## src/rtl/mux4_rr_arbiter_pkg.sv

```systemverilog
// Shared types and helpers for the 4-way round-robin selector arbiter.
//   NUM_REQ       : number of requesters sharing the selector
//   SEL_W         : width of the selector index
//   state_t       : arbiter FSM state
//   idx_to_onehot : index -> one-hot grant vector
package mux4_arb_pkg;

    localparam int unsigned NUM_REQ = 4;
    localparam int unsigned SEL_W   = 2;

    typedef enum logic {
        IDLE  = 1'b0,
        GRANT = 1'b1
    } state_t;

    function automatic logic [NUM_REQ-1:0] idx_to_onehot(input logic [SEL_W-1:0] idx);
        return NUM_REQ'(1) << idx;
    endfunction

endpackage

```

## src/rtl/mux4_rr_arbiter_if.sv

```systemverilog
// Request/grant bundle between requester logic and the arbiter.
//   req     : per-requester request level
//   gnt     : one-hot grant, zero when idle
//   sel     : selector index of the current or last owner
//   busy    : a grant is active
//   timeout : one-cycle pulse after a tenure ended by hold expiry
// master = requester side, slave = arbiter side.
interface mux4_rr_arbiter_if;
    import mux4_arb_pkg::*;

    logic [NUM_REQ-1:0] req;
    logic [NUM_REQ-1:0] gnt;
    logic [SEL_W-1:0]   sel;
    logic               busy;
    logic               timeout;

    modport master (
        output req,
        input  gnt,
        input  sel,
        input  busy,
        input  timeout
    );

    modport slave (
        input  req,
        output gnt,
        output sel,
        output busy,
        output timeout
    );

endinterface

```

## src/rtl/mux4_rr_arbiter_rr_pick4.sv

```systemverilog
// Combinational rotating-priority picker.
//   req : request vector
//   ptr : highest-priority index for this pick
//   any : at least one request is set
//   win : first requesting index found searching ptr, ptr+1, ... mod 4
module rr_pick4
    import mux4_arb_pkg::*;
(
    input  logic [NUM_REQ-1:0] req,
    input  logic [SEL_W-1:0]   ptr,
    output logic               any,
    output logic [SEL_W-1:0]   win
);

    // Walk the four offsets from ptr; the index adder wraps naturally at SEL_W bits.
    always_comb begin
        logic [SEL_W-1:0] idx;
        any = 1'b0;
        win = '0;
        idx = '0;
        for (int unsigned i = 0; i < NUM_REQ; i++) begin
            idx = ptr + SEL_W'(i);
            if (!any && req[idx]) begin
                any = 1'b1;
                win = idx;
            end
        end
    end

endmodule

```

## src/rtl/mux4_rr_arbiter.sv

```systemverilog
// Round-robin arbiter owning the sel input of a shared 4:1 selector.
// Grants one requester at a time for at most MAX_HOLD cycles, with a
// one-cycle idle bubble between tenures. All outputs are registered.
//   clk, rst : clock and synchronous active-high reset
//   bus      : slave side of mux4_rr_arbiter_if (req in; gnt/sel/busy/timeout out)
module mux4_rr_arbiter
    import mux4_arb_pkg::*;
#(
    parameter int unsigned MAX_HOLD = 8,
    parameter int unsigned CNT_W    = 8
) (
    input  logic                 clk,
    input  logic                 rst,
    mux4_rr_arbiter_if.slave     bus
);

    localparam logic [CNT_W-1:0] LAST_CNT = CNT_W'(MAX_HOLD - 1);

    state_t             state_q, state_n;
    logic [NUM_REQ-1:0] gnt_q,   gnt_n;
    logic [SEL_W-1:0]   sel_q,   sel_n;
    logic               busy_q,  busy_n;
    logic               tout_q,  tout_n;
    logic [SEL_W-1:0]   ptr_q,   ptr_n;
    logic [CNT_W-1:0]   cnt_q,   cnt_n;

    logic               pick_any;
    logic [SEL_W-1:0]   pick_win;

    // Arbitration is only consumed in IDLE.
    rr_pick4 u_pick (
        .req (bus.req),
        .ptr (ptr_q),
        .any (pick_any),
        .win (pick_win)
    );

    // State and output registers.
    always_ff @(posedge clk) begin
        if (rst) begin
            state_q <= IDLE;
            gnt_q   <= '0;
            sel_q   <= '0;
            busy_q  <= 1'b0;
            tout_q  <= 1'b0;
            ptr_q   <= '0;
            cnt_q   <= '0;
        end else begin
            state_q <= state_n;
            gnt_q   <= gnt_n;
            sel_q   <= sel_n;
            busy_q  <= busy_n;
            tout_q  <= tout_n;
            ptr_q   <= ptr_n;
            cnt_q   <= cnt_n;
        end
    end

    // Next-state and next-output logic. sel_q doubles as the owner index in GRANT.
    always_comb begin
        state_n = state_q;
        gnt_n   = gnt_q;
        sel_n   = sel_q;
        busy_n  = busy_q;
        tout_n  = 1'b0;
        ptr_n   = ptr_q;
        cnt_n   = cnt_q;

        unique case (state_q)
            IDLE: begin
                if (pick_any) begin
                    state_n = GRANT;
                    gnt_n   = idx_to_onehot(pick_win);
                    sel_n   = pick_win;
                    busy_n  = 1'b1;
                    cnt_n   = '0;
                end
            end
            GRANT: begin
                // A drop on the expiry cycle is voluntary, so check req first.
                if (!bus.req[sel_q] || (cnt_q == LAST_CNT)) begin
                    state_n = IDLE;
                    gnt_n   = '0;
                    busy_n  = 1'b0;
                    tout_n  = bus.req[sel_q];
                    ptr_n   = sel_q + SEL_W'(1);
                end else begin
                    cnt_n = cnt_q + CNT_W'(1);
                end
            end
            default: begin
                state_n = IDLE;
            end
        endcase
    end

    assign bus.gnt     = gnt_q;
    assign bus.sel     = sel_q;
    assign bus.busy    = busy_q;
    assign bus.timeout = tout_q;

endmodule

```

## src/flat_wrapper.sv

```systemverilog
// flat-port wrapper written by rule: the top's interface ports become plain ports
module mux4_rr_arbiter_flat import mux4_arb_pkg::*;
#(
    parameter int unsigned MAX_HOLD = 8,
    parameter int unsigned CNT_W    = 8
)
  (clk, rst, bus_req, bus_gnt, bus_sel, bus_busy, bus_timeout);
  mux4_rr_arbiter_if bus_i ();
  input  logic clk;
  input  logic rst;
  input wire logic [$bits(bus_i.req)-1:0] bus_req;
  output wire logic [$bits(bus_i.gnt)-1:0] bus_gnt;
  output wire logic [$bits(bus_i.sel)-1:0] bus_sel;
  output wire logic [$bits(bus_i.busy)-1:0] bus_busy;
  output wire logic [$bits(bus_i.timeout)-1:0] bus_timeout;
  assign bus_i.req = bus_req;
  assign bus_gnt = bus_i.gnt;
  assign bus_sel = bus_i.sel;
  assign bus_busy = bus_i.busy;
  assign bus_timeout = bus_i.timeout;
  mux4_rr_arbiter #(.MAX_HOLD(MAX_HOLD), .CNT_W(CNT_W)) u_core (.clk(clk), .rst(rst), .bus(bus_i));
endmodule
```

## config.mk

```make
export PLATFORM = sky130hd
export DESIGN_NAME = mux4_rr_arbiter_flat
export DESIGN_NICKNAME = d
export VERILOG_FILES = /design/src/rtl/mux4_rr_arbiter_pkg.sv /design/src/rtl/mux4_rr_arbiter_if.sv /design/src/rtl/mux4_rr_arbiter_rr_pick4.sv /design/src/rtl/mux4_rr_arbiter.sv /design/src/flat_wrapper.sv
export SDC_FILE = /design/constraint.sdc
export NUM_CORES = 1
export LEC_CHECK = 0
export BUFFER_PORTS_ARGS = -buffer_cell sky130_fd_sc_hd__buf_2
export CORE_MARGIN = 2
export CORE_UTILIZATION = 50
export DETAILED_ROUTE_END_ITERATION = 10
export GPL_ROUTABILITY_DRIVEN = 0
export GPL_TIMING_DRIVEN = 0
export HOLD_SLACK_MARGIN = 0.03
export PLACE_DENSITY = 0.69
export REMOVE_ABC_BUFFERS = 1
export SYNTH_ARGS = -nofsm -noshare
export SYNTH_HDL_FRONTEND = slang
export SYNTH_SLANG_ARGS = --single-unit
```

## constraint.sdc

```tcl
create_clock -name clk -period 1.7 [get_ports clk]
set_input_delay 0.17 -clock clk [delete_from_list [all_inputs] [get_ports clk]]
set_output_delay 0.17 -clock clk [all_outputs]
set_load 0.05 [all_outputs]
```

Word-level counts from Yosys, hierarchy flattened
Index checks and enable logic that the tools add are counted.
{ "classes": {"n_addsub": 5, "multipliers": 0, "n_div": 0, "n_lt_le_gt_ge": 5, "eq_ne": 4, "shifts": 1, "mux": 30, "n_bitwise": 2, "reduce_logical": 13} }
{ "ops": {"columns": ["cell", "n"], "rows": [
  ["8-bit 2-to-1 mux", 2],
  ["8-bit one-hot mux with 2 select lines", 1],
  ["2-bit by 3-bit < comparator with 1-bit output (second input constant)", 5],
  ["1-bit 2-to-1 mux", 13],
  ["1-bit binary-select mux with 2-bit select", 5],
  ["8-bit by 1-bit adder with 8-bit output (second input constant)", 1],
  ["8-bit by 3-bit == test with 1-bit output (second input constant)", 1],
  ["2-bit 2-to-1 mux", 4],
  ["4-bit 2-to-1 mux", 2],
  ["4-bit one-hot mux with 2 select lines", 1],
  ["2-bit AND reduction", 4],
  ["2-bit by 1-bit adder with 2-bit output (second input constant)", 2],
  ["2-bit adder (second input constant)", 2],
  ["1-bit zero test", 4],
  ["2-bit inequality test (second input constant)", 2],
  ["1-bit one-hot mux with 2 select lines", 2],
  ["1-bit by 2-bit << shifter with 4-bit output (first input constant)", 1],
  ["1-bit logical AND", 3],
  ["3-bit OR reduction", 1],
  ["2-bit by 1-bit inequality test with 1-bit output (second input constant)", 1],
  ["1-bit NOT", 2],
  ["1-bit logical OR", 1]
]} }
{ "totals": {"regBits": 19, "latchBits": 0, "ramBits": 0, "romBits": 0, "input_bits": 6, "output_inout_bits": 8, "wordCells": 67, "memories": 0} }

Logic depth before layout (Yosys ltp)
{ "logic_depth": {"depth_word": 15, "depth_mapped": 6, "ltp_nobuf": 5} }

By module
From an unflattened synthesis, not the netlist that was laid out.
{ "hier_totals": {"hier_cells": 115, "area_unflattened_um2": 998.5} }
{ "by_module_without_submodules": {"columns": ["mod", "instances", "cells_each", "area_per_inst_um2", "seq_area_each_um2"], "rows": [
  ["mux4_rr_arbiter", 1, 100, 920.9, 380.4],
  ["rr_pick4", 1, 15, 77.6, 0.0]
]} }

Worst setup path after synthesis
No wires, ideal clock.
{ "synth_path": {"kind": "register to register", "start": "register u_core.sel_q[0] (netlist: u_core.bus.sel[0])", "end": "register u_core.busy_q (netlist: u_core.bus.busy)", "setup_ns": 0.131, "arrival_ns": 1.833, "t_required_ns": 1.569, "path_slack_ns": -0.264, "stages_incl_launch_ff": 6, "path_buffers": 1, "period_less_slack_ns": 1.964, "cell_sequence": "dfxtp_1 > mux4_2 > o21ai_0 > and2_1 > buf_2 > o22ai_1"} }
{ "synth_between": {"elab_chain_cells": 6} }
{ "synth_rtl": {"columns": ["element", "line_no", "source"], "rows": [
  ["start, declared", "mux4_rr_arbiter.sv:21", "logic [SEL_W-1:0] sel_q, sel_n;"],
  ["start signal, assigned", "mux4_rr_arbiter.sv:51", "sel_q <= sel_n;"],
  ["1-bit binary-select mux with 2-bit select", "mux4_rr_arbiter.sv:81", "if (!bus.req[sel_q] || (cnt_q == LAST_CNT)) begin"],
  ["1-bit 2-to-1 mux (not written as such)", "mux4_rr_arbiter.sv:81", null],
  ["1-bit zero test", "mux4_rr_arbiter.sv:81", null],
  ["1-bit logical OR", "mux4_rr_arbiter.sv:81", null],
  ["2-bit inequality test (no line)", null, null],
  ["2-bit AND reduction (no line)", null, null],
  ["end signal, assigned", "mux4_rr_arbiter.sv:52", "busy_q <= busy_n;"],
  ["end, declared", "mux4_rr_arbiter.sv:22", "logic busy_q, busy_n;"]
]} }
No other way between the ends. The select of a mux whose other input is x is not followed.
A chain may end at the register's enable or synchronous reset.

Final worst setup path
{ "layout_path": {"start": "register u_core.sel_q[0] (netlist: u_core.bus.sel[0])", "end": "register u_core.cnt_q[6]"} }
{ "layout_between": {"elab_chain_cells": 6} }
{ "layout_rtl": {"columns": ["element", "line_no", "source"], "rows": [
  ["1-bit binary-select mux with 2-bit select", "mux4_rr_arbiter.sv:81", null],
  ["1-bit 2-to-1 mux (not written as such)", "mux4_rr_arbiter.sv:81", null],
  ["1-bit zero test", "mux4_rr_arbiter.sv:81", null],
  ["1-bit logical OR", "mux4_rr_arbiter.sv:81", null],
  ["2-bit inequality test (no line)", null, null],
  ["2-bit AND reduction (no line)", null, null],
  ["end signal, assigned", "mux4_rr_arbiter.sv:55", "cnt_q <= cnt_n;"],
  ["end, declared", "mux4_rr_arbiter.sv:25", "logic [CNT_W-1:0] cnt_q, cnt_n;"]
]} }
No other way between the ends. The select of a mux whose other input is x is not followed.

==> flow_summary.toml <==
[cells_and_area]
regArea_sq_um = 385
drive_gt1_frac = 0.264
utilization = 0.643
area_growth_pct = 18.1
final_cell_area_sq_mm = 0.00113
n_antenna_cell = 0
nFillCells = 169
layout.nets = 133
multi_input_comb_area_sq_um = 577

[power]
p_leak_nw = 0.405
power_mw = 0.978
peakVddDrop_mv = 0.793
powerDensity_mw_per_mm2 = 863

[status]
status = "finished clean"

[setup_path]
critical_path_class = "flip-flop to flip-flop"
cpPeakStageDelay_ns = 0.51
worstPathRequired_ns = 1.94
arrival_ns = 1.88
crit_chain = "mux4_2, o211ai_4, or4_4, a21oi_1"
path_max_fanout = 5
crit_slowest_cell = "or4_4"
crit_path_end_kind = "flip-flop"
crit_path_start_kind = "flip-flop"

[clock_network]
clock_path_buffers = 2
clk_pin_slew_ns = 0.12
cts.sinks = 19
htreeDepth = 1
cts_buffers = 3
clk_latency_ns = 0.30
ctsHoldBuffers = 0
tritoncts = "built"
cts_root_buffer = "clkbuf_4"

[routing]
vias = 930
drc = 0
drt_first_iter_violations = 26
drt_wl_total_mm = 2.35
drt_pass1_iterations = 4
detail-route-antenna-nets = 0
via_per_inst = 6.20
post_drt_wl_per_cell_microns = 15.7

[floorplanning]
ioPinCount = 14
die_area_sq_mm = 0.00229
fp.dieW_microns = 47.8
die_y_microns = 47.8
row_count = 15
floorplan.initialDensity = 0.544
core_region_area_sq_mm = 0.00176

[logic_synthesis]
seq_area_frac_synth = 0.396
synth_area_per_cell_sq_um = 8.65
syn_inst = 111
ys_ff_latch = 19
syn-cell-area_sq_um = 960
yosysWarnings = 0
ys_types = 35

[placement]
dp_hpwl_mm = 1.45
port_buffers = 13
placed_cell_area_sq_mm = 0.00102

[global_route]
track_usage = 0.235
antenna_found_initial = 0
grt_max_degree = 17
first_global_vias = 832
overflow = 0
grt_pass1_wl_mm = 3.82

[timing]
worst_pin_slew_ns = 0.460
relSlewSlack = 0.690
period_share = 0.967
fmax_mhz = 609
skew_ns = 0.00635
setup_viol_count_final = 0
finalHoldViolCount = 0
hold_ws_ns = 0.232
finalCriticalPeriod_ns = 1.64
final_max_slew_viol_count = 0

[job]
maxCapViolations = 0

[hold_path]
hold_path.class = "input port to flip-flop"
layer usage:
metal  track usage  vias to the layer above  share of wire  wire, microns
li1              -                      452              -              -
met3        0.0642                        4          0.047            111
met4        0.0432                        0          0.015             36
met5             0                        -              0              0
met2         0.400                       27           0.49           1150
met1         0.302                      447           0.45           1060
where the power goes:
part           switching [mW]  total, mW  internal (mW)
Combinational           0.156      0.234         0.0787
Sequential             0.0284      0.500          0.472
Clock                   0.153      0.243         0.0896
sequential cells by signal, indices dropped and copies added (netlist names):
signal / flops
u_core.bus.busy: 1
u_core.bus.gnt: 4
u_core.bus.sel: 2
u_core.bus.timeout: 1
u_core.cnt_q: 8
u_core.ptr_q: 2
u_core.state_q: 1
area by class of cell:
type / instances / area share
Clock buffer: 3 / 0.0199
Clock inverter: 1 / 0.00662
Inverter: 4 / 0.0132
Multi-Input combinational cell: 81 / 0.509
Sequential cell: 19 / 0.340
Tap cell: 25 / 0.0276
Timing Repair Buffer: 17 / 0.0839
cells by family after synthesis:
kind of cell / share of synthesized area
buffers and inverters: 0.0521
XOR/XNOR: 0.00913
adder cells (fa/ha/maj): 0.0130
multiplexers: 0.0235
flip-flops: 0.396
AO/OA/AOI/OAI: 0.250
AND/OR/NAND/NOR: 0.256
worst paths after layout:
check | endpoint | startpoint | depth (start not counted) | slack [ns]
worst max-delay path | u_core.cnt_q[6] | u_core.bus.sel[0] | 4 | 0.06
worst min-delay path | u_core.cnt_q[2] | rst | 2 | 0.23
worst max register to register | u_core.cnt_q[6] | u_core.bus.sel[0] | 4 | 0.06
worst min register to register | u_core.bus.busy | u_core.bus.busy | 2 | 0.47
worst max-delay path: cells and delay by family (launching register included):
kind             cells  cell delay, ns
AO/OA/AOI/OAI        2            0.28
AND/OR/NAND/NOR      1            0.51
multiplexers         1            0.41
flip-flops           1            0.38
placed cells by master (no fill, tap or decap), drive strengths merged, types with 3 or more instances in the layout:
master	n
o32ai	4
inv	4
nor2b	3
nand2b	4
nand3	12
buf	17
or4	3
a21oi	9
o21ai	4
or3	5
o31ai	4
dfxtp	19
nand2	7
clkbuf	3
repair_timing:
action	CTS	global route
gates cloned	1	0
setup endpoints to repair	10	15
buffers inserted	4	0
endpoints found under the hold margin	0	0
gates resized for setup	5	9
pin swaps	1	1
synth_stat cells:
cell type / number / area, sq um
dfxtp_1: 19 / 380
nand3_1: 12 / 60.1
a21oi_1: 9 / 45.0
nand2_1: 7 / 26.3
or3_1: 5 / 31.3
buf_2: 4 / 20.0
clkbuf_1: 4 / 15.0
inv_1: 4 / 15.0
nand2b_1: 4 / 25.0
o21ai_0: 4 / 20.0
o31ai_1: 4 / 30.0
o32ai_1: 4 / 35.0
nor2b_1: 3 / 18.8
or4_1: 3 / 22.5
and2_1: 2 / 12.5
nor2_1: 2 / 7.51
o2111ai_1: 2 / 17.5
o41ai_1: 2 / 17.5
a211oi_1: 1 / 7.51
a21boi_0: 1 / 7.51
a221oi_1: 1 / 8.76
a31oi_1: 1 / 6.26
and3_1: 1 / 6.26
ha_1: 1 / 12.5
mux4_2: 1 / 22.5
nand4_1: 1 / 6.26
nand4bb_1: 1 / 11.3
nor3_1: 1 / 5.00
nor4_1: 1 / 6.26
o211a_1: 1 / 10.0
o211ai_4: 1 / 21.3
o21bai_1: 1 / 7.51
o22ai_1: 1 / 6.26
or2_0: 1 / 6.26
xnor2_1: 1 / 8.76
metrics by stage:
stage               cells  TNS (ns)  setup WS (ns)
global route          150  -0.00517       -0.00517
global placement      141     -1.25         -0.153
floorplan             103     -3.11         -0.268
detailed placement    141     -1.44         -0.156
CTS                   150         0         0.0176
finish                150         0         0.0568
No activity file was read; power rests on OpenSTA's default activity.
